--- config.mk ---
export PLATFORM = sky130hd
export DESIGN_NAME = multicycle_controller
export DESIGN_NICKNAME = d
export VERILOG_FILES = /design/src/rtl/multicycle_controller.sv
export SDC_FILE = /design/constraint.sdc
export NUM_CORES = 1
export LEC_CHECK = 0
export ABC_AREA = 1
export CAP_MARGIN = 25
export CORE_ASPECT_RATIO = 1.25
export CORE_MARGIN = 1.5
export CORE_UTILIZATION = 39
export CTS_CLUSTER_DIAMETER = 50
export DETAILED_ROUTE_END_ITERATION = 10
export HOLD_SLACK_MARGIN = 0.15
export PLACE_DENSITY = 0.79
export SYNTH_ARGS = -nofsm -noshare
export SYNTH_HDL_FRONTEND = slang
export SYNTH_SLANG_ARGS = --single-unit
--- constraint.sdc ---
create_clock -name clk -period 1.85 [get_ports clk]
set_clock_uncertainty 0.05 [all_clocks]
set_input_delay 0.4625 -clock clk [delete_from_list [all_inputs] [get_ports clk]]
set_output_delay 0.4625 -clock clk [all_outputs]
set_load 0.05 [all_outputs]
--- src/rtl/multicycle_controller.sv ---
// Moore multicycle control FSM for the 32-bit RISC core: sequences fetch/decode/execute/memory/writeback
// and drives the datapath selects and write enables, with parametrised memory latency and stall support.
module multicycle_controller #(
    parameter int unsigned MEM_LAT    = 1,
    parameter bit          ENABLE_JAL = 1'b1
) (
    input  logic       clk,
    input  logic       rst,
    input  logic [5:0] op,
    input  logic [5:0] funct,
    input  logic       zero,
    input  logic       stall,
    output logic       pcen,
    output logic       irwrite,
    output logic       regwrite,
    output logic       memwrite,
    output logic       iord,
    output logic       alusrca,
    output logic [1:0] alusrcb,
    output logic [1:0] pcsrc,
    output logic [1:0] regdst,
    output logic [1:0] memtoreg,
    output logic [2:0] alucontrol,
    output logic       illegal_op,
    output logic [3:0] state
);
    typedef enum logic [3:0] {
        S_FETCH   = 4'd0,
        S_DECODE  = 4'd1,
        S_MEMADR  = 4'd2,
        S_MEMRD   = 4'd3,
        S_MEMWB   = 4'd4,
        S_MEMWR   = 4'd5,
        S_RTYPEEX = 4'd6,
        S_RTYPEWB = 4'd7,
        S_BEQEX   = 4'd8,
        S_ADDIEX  = 4'd9,
        S_ADDIWB  = 4'd10,
        S_JEX     = 4'd11,
        S_JALEX   = 4'd12
    } state_t;

    localparam int unsigned CW = $clog2(MEM_LAT + 1);
    localparam logic [CW-1:0] LAST = CW'(MEM_LAT - 1);

    state_t        cur;
    state_t        nxt;
    logic [CW-1:0] wait_cnt;
    logic          last;
    logic          rtype_ok;
    logic          op_ok;
    logic          pcwrite;
    logic          branch;
    logic          irw;
    logic          rw;
    logic          mw;
    logic          hold;

    assign last  = (wait_cnt == LAST);
    assign state = cur;
    assign hold  = rst | stall;

    always_comb begin
        rtype_ok = 1'b0;
        case (funct)
            6'b100000, 6'b100010, 6'b100100, 6'b100101, 6'b101010: rtype_ok = 1'b1;
            default: rtype_ok = 1'b0;
        endcase
        op_ok = 1'b0;
        case (op)
            6'b100011, 6'b101011, 6'b000100, 6'b001000, 6'b000010: op_ok = 1'b1;
            6'b000000: op_ok = rtype_ok;
            6'b000011: op_ok = ENABLE_JAL;
            default:   op_ok = 1'b0;
        endcase
    end

    always_comb begin
        nxt = S_FETCH;
        case (cur)
            S_FETCH:  nxt = last ? S_DECODE : S_FETCH;
            S_DECODE: begin
                if (!op_ok) nxt = S_FETCH;
                else begin
                    case (op)
                        6'b100011, 6'b101011: nxt = S_MEMADR;
                        6'b000000:            nxt = S_RTYPEEX;
                        6'b000100:            nxt = S_BEQEX;
                        6'b001000:            nxt = S_ADDIEX;
                        6'b000010:            nxt = S_JEX;
                        6'b000011:            nxt = S_JALEX;
                        default:              nxt = S_FETCH;
                    endcase
                end
            end
            S_MEMADR:  nxt = (op == 6'b101011) ? S_MEMWR : S_MEMRD;
            S_MEMRD:   nxt = last ? S_MEMWB : S_MEMRD;
            S_MEMWB:   nxt = S_FETCH;
            S_MEMWR:   nxt = last ? S_FETCH : S_MEMWR;
            S_RTYPEEX: nxt = S_RTYPEWB;
            S_RTYPEWB: nxt = S_FETCH;
            S_BEQEX:   nxt = S_FETCH;
            S_ADDIEX:  nxt = S_ADDIWB;
            S_ADDIWB:  nxt = S_FETCH;
            S_JEX:     nxt = S_FETCH;
            S_JALEX:   nxt = S_FETCH;
            default:   nxt = S_FETCH;
        endcase
    end

    // Every state change clears the counter, so memory states always start counting from zero.
    always_ff @(posedge clk) begin
        if (rst) begin
            cur      <= S_FETCH;
            wait_cnt <= '0;
        end else if (!stall) begin
            cur <= nxt;
            if (nxt != cur) wait_cnt <= '0;
            else            wait_cnt <= wait_cnt + CW'(1);
        end
    end

    always_comb begin
        pcwrite    = 1'b0;
        branch     = 1'b0;
        irw        = 1'b0;
        rw         = 1'b0;
        mw         = 1'b0;
        iord       = 1'b0;
        alusrca    = 1'b0;
        alusrcb    = 2'b00;
        pcsrc      = 2'b00;
        regdst     = 2'b00;
        memtoreg   = 2'b00;
        alucontrol = 3'b010;
        illegal_op = 1'b0;
        case (cur)
            S_FETCH: begin
                alusrcb = 2'b01;
                irw     = last;
                pcwrite = last;
            end
            S_DECODE: begin
                alusrcb    = 2'b11;
                illegal_op = ~op_ok;
            end
            S_MEMADR: begin
                alusrca = 1'b1;
                alusrcb = 2'b10;
            end
            S_MEMRD: iord = 1'b1;
            S_MEMWB: begin
                memtoreg = 2'b01;
                rw       = 1'b1;
            end
            S_MEMWR: begin
                iord = 1'b1;
                mw   = last;
            end
            S_RTYPEEX: begin
                alusrca = 1'b1;
                case (funct)
                    6'b100010: alucontrol = 3'b110;
                    6'b100100: alucontrol = 3'b000;
                    6'b100101: alucontrol = 3'b001;
                    6'b101010: alucontrol = 3'b111;
                    default:   alucontrol = 3'b010;
                endcase
            end
            S_RTYPEWB: begin
                regdst = 2'b01;
                rw     = 1'b1;
            end
            S_BEQEX: begin
                alusrca    = 1'b1;
                alucontrol = 3'b110;
                pcsrc      = 2'b01;
                branch     = 1'b1;
            end
            S_ADDIEX: begin
                alusrca = 1'b1;
                alusrcb = 2'b10;
            end
            S_ADDIWB: rw = 1'b1;
            S_JEX: begin
                pcsrc   = 2'b10;
                pcwrite = 1'b1;
            end
            S_JALEX: begin
                pcsrc    = 2'b10;
                pcwrite  = 1'b1;
                regdst   = 2'b10;
                memtoreg = 2'b10;
                rw       = 1'b1;
            end
            default: ;
        endcase
    end

    assign pcen     = (pcwrite | (branch & zero)) & ~hold;
    assign irwrite  = irw & ~hold;
    assign regwrite = rw & ~hold;
    assign memwrite = mw & ~hold;
endmodule

==> run summary, run 1 <==
Port Buffer Count - 37
Mapped Cells - 135
Final GP Congestion - 0.856
Post-Synthesis Cell Area - 737 µm²
error that stopped the run - [ERROR DPL-0033] detailed placement checks failed during check placement.
Hold-fix buffers, CTS - 0
Last stage - 4_1_cts
Rows - 17
die extent in y - 51.6 µm
TritonCTS buffer count - 3
syn nets - 151
initial core utilization - 0.417
CTS sink count - 5
Post-DP HPWL - 2.13 mm
Synth top area share - 0.163
post_cts resized - 79
H-tree depth - 1
Clock Tree Buf Depth - 2
register bit count reported by yosys - 5
Root Buffer - clkbuf_4
pre-CTS setup slack - -0.513 ns
I/O pin cnt - 38
status - did not finish
Ys Warns - 0
Area contributors post-synth - nor2_1, dfxtp_1, nand3_1, inv_1, nand2_1
Post-Syn Area per Cell - 5.46 µm²
Netlist cell types - 24
Cell Area, Placed - 1460 µm²
Post-CTS Setup Inserts - 21
Seq/Total Area, Yosys - 0.136
Die Wd - 41.9 µm
largest area contributor in the netlist - nor2_1
[metrics by stage]
step / util / setup TNS (ns) / cells
after detailed placement: 0.828 / -2.60 / 202
after floorplan: - / -0.568 / 135
after global placement: 0.828 / -2.02 / 202
[kinds of logic after synthesis]
family / share of synthesized area
flip-flops: 0.136
AND/OR/NAND/NOR: 0.586
AO/OA/AOI/OAI: 0.136
buffers and inverters: 0.143
[cells in the mapped netlist (all sizes together)]
cell and count:
nor2 40, a21oi 6, dfxtp 5, o21ai 6
o211ai 2, or2 1, nand3 18, o21bai 1
nand4 1, inv 25, nand3b 1, nand2 25
o22ai 1, buf 1, nor3 2
==> run 2, diff against run 1 <==
==> config.mk (replaced) <==
export PLATFORM = sky130hd
export DESIGN_NAME = multicycle_controller
export DESIGN_NICKNAME = d
export VERILOG_FILES = /design/src/rtl/multicycle_controller.sv
export SDC_FILE = /design/constraint.sdc
export NUM_CORES = 1
export LEC_CHECK = 0
export ABC_AREA = 1
export CAP_MARGIN = 25
export CORE_AREA = 2 2 63 65
export DETAILED_ROUTE_END_ITERATION = 10
export DIE_AREA = 0 0 65 67
export PLACE_DENSITY_LB_ADDON = 0.15
export SYNTH_ARGS = -nofsm -noshare
export SYNTH_HDL_FRONTEND = slang
export SYNTH_SLANG_ARGS = --single-unit
==> run 2 against run 1 <==
The flow now finishes, with violations (negative setup slack). Synthesized cell count unchanged. Area after synthesis did not move.
==> run summary, run 2 <==
Hold-fix buffers, CTS - 0 (unchanged)
WS Path Type - in -> out
Die Wd - 65 µm (+55%)
reg-to-reg startpoint - state[1]
CTS tree - built
most frequent cells in the layout - buf_4, nand2_1, nor2_1
antenna violations before repair - 0
Post-DP HPWL - 2.12 mm (-0.74%)
placed insts - 232 (+15%)
final non-filler cell total - 258
final worst slack - -0.0960 ns
die area - 4360 µm²
I/O pin cnt - 38 (unchanged)
most common cell in the synthesized netlist - nor2_1
Post-Synthesis Cell Area - 737 µm² (unchanged)
die extent in y - 67 µm (+30%)
Worst Tran Pin Value - 0.258 ns
worst min path class - reg -> reg
largest area contributor in the netlist - nor2_1
vias in the first global route - 1097
Total Wirelength - 2.94 mm
max-cap viol count - 0
Netlist cell types - 24 (unchanged)
switching share of total power - 0.410
H-tree depth - 1 (unchanged)
Root Buffer - clkbuf_8
CP Capture Point - illegal_op
Avg WL per Cell - 11.4 µm
Rows - 22 (+5)
leakage power - 0.834 nW
ys async rst share - 0 (unchanged)
Tmin final - 1.95 ns
part of the cycle the worst path needs - 1.05
RSZ-0062 raised after global routing - yes
Port Buffer Count - 37 (unchanged)
initial core utilization - 0.204 (-0.213)
maximum clock rate - 0.514 GHz
Area contributors post-synth - nor2_1, dfxtp_1, nand3_1, inv_1, nand2_1
crit path DAT - 1.43 ns
worst-path fanout max - 3
number of flops mapped to enable cells by yosys - 0 (unchanged)
setup slack, reg-to-reg - 0.41 ns
CP startpoint kind - input pin
Clock Tree Buf Depth - 2 (unchanged)
Layout Nets - 227
status - complete, but fails checks
crit path capture type - output port
fraction of layout cells with a size suffix above 1 - 0.624
Post-DRT Antenna Nets - 0
Seq/Total Area, Yosys - 0.136 (unchanged)
Final Util - 0.503
Final GP Congestion - 0.753 (-12%)
drt pass-1 iters - 4
clock group share of total power - 0.270
Core Region - 3610 µm²
beginning of the critical path - funct[5]
DR vias/cell - 4.37
Largest register FFs - 4
final setup violation count - 5
ant diodes - 0
Post-Syn Area per Cell - 5.46 µm² (unchanged)
area delta synth->final - 146%
Sequential Power Share - 0.175
reg-to-reg endpoint - state[1]
clock-pin slew on the worst setup and hold paths - 0.03 ns
gr ovfl total - 0
VDD IR max - 329 µV
Int Pwr - 444 µW
Vias - 1127
total track usage - 0.136
most frequent cells after synthesis - nor2_1, inv_1, nand2_1
Ys Warns - 0 (unchanged)
DRC Markers - 0
Synth top area share - 0.163 (unchanged)
Worst-Skew Late Latency - 0.22 ns
Comb power frac - 0.554
largest net degree at the start of global routing - 11
Slew HR - 0.827
most common cell after layout, fill and taps aside - buf_4
Mapped Cells - 135 (unchanged)
worst hold margin - 0.522 ns
TritonCTS buffer count - 3 (unchanged)
Max Slew Vio Count - 0
first-pass GRT wire length - 4.64 mm
CTS sink count - 5 (unchanged)
R2R depth - 11
syn nets - 151 (unchanged)
TNS Setup - -0.278 ns
pwr dens - 415 nW/µm²
Primary FF master, synth - dfxtp_1
register bit count reported by yosys - 5 (unchanged)
DRT iter0 DRCs - 11
failing checks - negative setup slack
pre-CTS setup slack - -0.507 ns (+0.00582 ns)
Hold Fails Final Rpt - 0
P_sw - 309 µW
Worst Path Required - 1.34 ns
-- run 2: cell counts after synthesis --
Identical to the previous run, type by type.
-- run 2: timing repair --
item                       4_1_cts  5_1_grt
pin swaps                       22       17
resized for setup               64       30
setup endpoints to repair        9       13
setup buffers                   19        3
-- run 2: critical path, cell delays in order --
cell and delay, ns:
buf_2 0.10, inv_1 0.10, nor2_4 0.06, nand3_1 0.09, buf_4 0.11, nand3_2 0.06, nand2_1 0.07, nand2_1 0.07
nor2_2 0.14, buf_12 0.15
-- run 2: how the worst min path moves through the flow --
stage / endpoint / from / depth (start not counted) / slack, ns
after floorplan: wait_cnt / wait_cnt / 2 / 0.45
after global placement: wait_cnt / wait_cnt / 2 / 0.49
after detailed placement: wait_cnt / wait_cnt / 2 / 0.49
after CTS: wait_cnt / wait_cnt / 2 / 0.51
after global routing: wait_cnt / wait_cnt / 2 / 0.54
final: wait_cnt / wait_cnt / 2 / 0.52
-- run 2: area by class of cell --
type	count	area [µm²]
multi-input cells	104	708
inverters	25	106
fillers	353	1790
clock buffers	4	45.0
repair buffers	72	778
flip-flops and latches	5	115
well taps	48	60.1
-- run 2: cell families after synthesis --
family / Yosys count / share of synthesized area
and+or+nand+nor: 88 / 0.586
DFF: 5 / 0.136
buffers and inverters: 26 / 0.143
AOI/OAI and AO/OA: 16 / 0.136
-- run 2: routing by layer --
layer | GRT usage | wire length (µm) | part of all wire | up-vias
met5 | 0 | 0 | 0 | -
met4 | 0.0612 | 49 | 0.017 | 0
met3 | 0.0321 | 160 | 0.054 | 6
met2 | 0.260 | 1640 | 0.56 | 39
met1 | 0.140 | 1100 | 0.37 | 501
li1 | - | - | - | 581
-- run 2: per-stage QoR --
step / cell area (µm²) / power [mW]
finish: 1810 / 0.753
global route: 1810 / 0.792
CTS: 1710 / 0.734
detailed placement: 1510 / 0.501
global placement: 1510 / 0.497
floorplan: 823 / 0.330
-- run 2: power by group through the flow --
stage                     registers, mW  logic [mW]  clock network, mW
final                             0.132       0.417              0.203
after CTS                         0.132       0.392              0.210
after detailed placement          0.134       0.368                  0
after global routing              0.133       0.441              0.217
after global placement            0.133       0.363                  0
after floorplan                   0.147       0.183                  0
Power figures use the tool's default switching activity.
==> variant 1, RTL diff (flow settings as in run 2) <==
The parameter `ENABLE_JAL` goes from 1'b1 to 1'b0.
--- a/src/rtl/multicycle_controller.sv
+++ b/src/rtl/multicycle_controller.sv
@@ -3,5 +3,5 @@
 module multicycle_controller #(
     parameter int unsigned MEM_LAT    = 1,
-    parameter bit          ENABLE_JAL = 1'b1
+    parameter bit          ENABLE_JAL = 1'b0
 ) (
     input  logic       clk,
Behaviour: not the same (Yosys sat finds a counterexample within 4 cycles, from zero or initial values and one cycle with rst high).
==> variant 1 against run 2 <==
Via count increased by 2.9%; register-to-register slack is essentially flat; total power grew 1.9%; setup slack got worse by 0.037 ns; synthesized area fell by 8.7%; cell count is 6.2% higher; first-iteration DRC count rose by 82%; cell area rose by 4.6%; count of clock-buffer cells in the layout is the same; sequential cell count stayed put; the run still ends with negative setup slack left; wire length is 6.7% higher.
==> variant 1: results (changes against run 2) <==
timing:
  fin_hold_ws_ns: 0.555  # +0.0331 ns
  tns_ns: -0.347  # -0.0686 ns
  fin_ws_ns: -0.133  # -0.0369 ns
  finalSetupViolCount: 5  # unchanged
  slew_headroom: 0.826  # -0.00122
synthesis:
  synth.top_cells.by_area: "nor2_1 18%, nand2_1 18%, inv_1 15%, dfxtp_1 15%, nand3_1 6.7%"
  syn_nets: 154  # +2.0%
  synth_area_um2: 673  # -8.7%
  synthDistinctLibCells: 16  # -33%
  ys_seq_area_frac: 0.149  # +0.0129
clock_tree:
  cts_setup_buffers: 26  # +7
  ctsResizeCount: 68  # +6.3%
power:
  ir_worst_vdd_v: 0.000142  # -57%
  p_leak_nw: 0.924  # +11%
critical_path:
  critPathArrivalTime_ns: 1.47  # +0.04 ns
  max_stage_delay_ns: 0.36  # +0.21 ns
  r2r-start: "state[3]"
  crit_slowest_cell: "dfxtp_4"
layout:
  syn2layout_area_growth_pct: 182
  buffers: 84  # +17%
  fillers: 364  # +3.1%
  nonClockInverterCount: 30  # +20%
  drive_gt1_frac: 0.637  # +0.0134
  buffer_area_frac: 0.462  # +0.0331
drt:
  met3_length_um: 141  # -12%
  routed-wl-met2_um: 1810  # +10%
grt:
  grt_pass1_vias: 1111  # +1.3%
  grt_use_total: 0.139  # +0.00274
  grt.met1_usage: 0.142  # +0.00272
hold_path:
  worstHoldStart: "state[1]"
  hold_depth: 4  # +2
placed_design:
  gp_congestion: 0.808  # +7.2%
  post-dp-hpwl_um: 2110  # -0.44%
status:
  status: "finished with violations"
  violations: "negative setup slack"
-- variant 1: changes by cell type in the layout (fill, tap and decap cells not counted), sizes merged, moves of 5 or more --
cell,delta
nand3,-9
nand2,+8
inv,+5
buf,+11
-- variant 1: worst max path at each step --
stage                     slack [ns]             to     start
after floorplan                -0.60  alucontrol[0]  state[1]
after global placement         -0.39     illegal_op  funct[5]
after detailed placement       -0.44  alucontrol[0]  funct[5]
after CTS                      -0.10  alucontrol[0]  state[1]
after global routing           -0.19  alucontrol[0]  state[1]
final                          -0.13           pcen  state[1]
-- variant 1: logic make-up after synthesis --
logic type,count (synthesis),synth area share
AND/OR/NAND/NOR,87,0.558
buffers and inverters,30,0.167
AO/OA/AOI/OAI,16,0.126
flip-flops,5,0.149
-- variant 1: power by group --
group | switching, W | leakage, nW | internal [W]
clock network | 0.0000524 | 0.0228 | 0.000148
registers | 0.0000160 | 0.0437 | 0.000113
logic | 0.000239 | 0.858 | 0.000199
total | 0.000307 | 0.924 | 0.000460
==> variant 2, RTL diff (flow settings as in run 2) <==
Without the edit above. Reset style: asynchronous (`rst`), changed in one clocked block.
--- a/src/rtl/multicycle_controller.sv
+++ b/src/rtl/multicycle_controller.sv
@@ -110,5 +110,5 @@
 
     // Every state change clears the counter, so memory states always start counting from zero.
-    always_ff @(posedge clk) begin
+    always_ff @(posedge clk or posedge rst) begin
         if (rst) begin
             cur      <= S_FETCH;
Formal check against the unedited RTL: differs if rst is asserted again (counterexample within 4 cycles, from zero or initial values and one cycle with rst high); with rst held inactive, the same outputs for 10 cycles.
==> variant 2 against run 2 <==
The run still ends with negative setup slack left; sequential cell count unchanged; critical path depth decreased by 4; wire length decreased by 1.3%; cell area increased by 9.2%; synthesized area decreased by 8.1%; synthesized cell count decreased by 2.2%; critical path type is now reg2out; setup slack got worse by 0.061 ns; worst hold slack got worse by 0.15 ns.
Power is not compared: it rests on default switching activity, and its combinational part moved more than twofold at a synthesized area within 25%.
==> variant 2: results (changes against run 2) <==
critical_path:
  rrSetupSlack_ns: 0.29  # -0.12 ns
  max_stage_delay_ns: 0.48  # +0.33 ns
  r2r_cells: 10  # -1
  critPathArrivalTime_ns: 1.49  # +0.06 ns
  cp_max_fo: 7  # +4
  cp-endpoint: "pcen"
  r2r-start: "state[3]"
  crit_slowest_cell: "dfrtp_2"
  cp-startpoint: "state[2]"
  rr_endpoint: "state[2]"
  worst_path_dominant_cell_family: "flip-flops"
timing:
  fin_ws_ns: -0.157  # -0.0606 ns
  finalSetupViolCount: 13  # +8
  slew_headroom: 0.853  # +0.0258
drt:
  routed-wl-met2_um: 1590  # -2.7%
  wl_met1_um: 1190  # +8.5%
  met3_length_um: 93  # -42%
  routed_wl_um: 2910  # -1.3%
synthesis:
  syn_nets: 148  # -2.0%
  async_flop_share: 1.00  # +1.00
  synth-main-ff-cell: "dfrtp_1"
  synth.top_cells.by_area: "nand2_1 21%, dfrtp_1 18%, inv_1 16%, nor2_1 16%, nand3_1 5.2%"
layout:
  drive_gt1_frac: 0.599  # -0.0247
  final_nets: 239  # +5.3%
  fillers: 333  # -5.7%
status:
  violations: "negative setup slack"
  status: "finished with violations"
placed_design:
  placed_cell_area_mm2: 0.00167  # +11%
  gp_congestion: 0.826  # +9.6%
grt:
  use_met2: 0.241  # -0.0193
  grt_use_total: 0.125  # -0.0113
  grt.met1_usage: 0.146  # +0.00649
  use_met3: 0.0135  # -0.0186
  grt_pass1_vias: 1073  # -2.2%
hold_path:
  hp-class: "in2async"
power:
  finalPower_w: 0.00224
==> variant 2: cell types whose count changed in the layout (fill, tap and decap cells not counted), sizes merged, moves of 2 or more <==
cell,before,now
dlygate4sd2,0,5
dfrtp,0,5
nor2,40,30
clkdlybuf4s15,3,5
o211ai,2,0
nand4,1,4
nand2,25,40
dfxtp,5,0
inv,25,28
buf,67,74
o21ai,6,2
nand3,18,7
a31oi,0,3
==> variant 2: kinds of logic (layout without fill, tap and decap cells) <==
family / Yosys count / after routing / share of synthesized area
AO/OA/AOI/OAI: 14 / 14 / 0.131
AND/OR/NAND/NOR: 83 / 83 / 0.512
buffers and inverters: 30 / 120 / 0.172
flip-flops: 5 / 5 / 0.185
==> variant 2: worst register-to-register path: cells and delay by family (launching register included) <==
family	cells	cell delay, ns
flip-flops	1	0.44
AND/OR/NAND/NOR	6	0.44
AO/OA/AOI/OAI	1	0.14
buffers and inverters	3	0.43
==> variant 2: cell type report <==
cell class | instances | area, um2 | share of cell area
Multi-Input combinational cell | 97 | 648 | 0.327
Timing Repair Buffer | 87 | 973 | 0.492
Clock buffer | 4 | 45.0 | 0.0228
Inverter | 29 | 120 | 0.0607
Sequential cell | 5 | 133 | 0.0670
Tap cell | 48 | 60.1 | 0.0303
==> variant 2: what timing repair did <==
action,in CTS,in global routing
endpoints found under the hold margin,0,0
endpoints found under the setup margin,18,19
gates resized for setup,42,32
setup buffers,13,9
pin swaps,21,9
gates cloned,0,0
==> variant 2: per-stage QoR <==
stage	std cells	setup WS (ns)	TNS [ns]
after global routing	270	-0.221	-2.17
after CTS	261	-0.164	-1.53
final	270	-0.157	-1.22
after detailed placement	245	-0.445	-2.45
after floorplan	132	-0.296	-1.40
after global placement	245	-0.407	-2.22
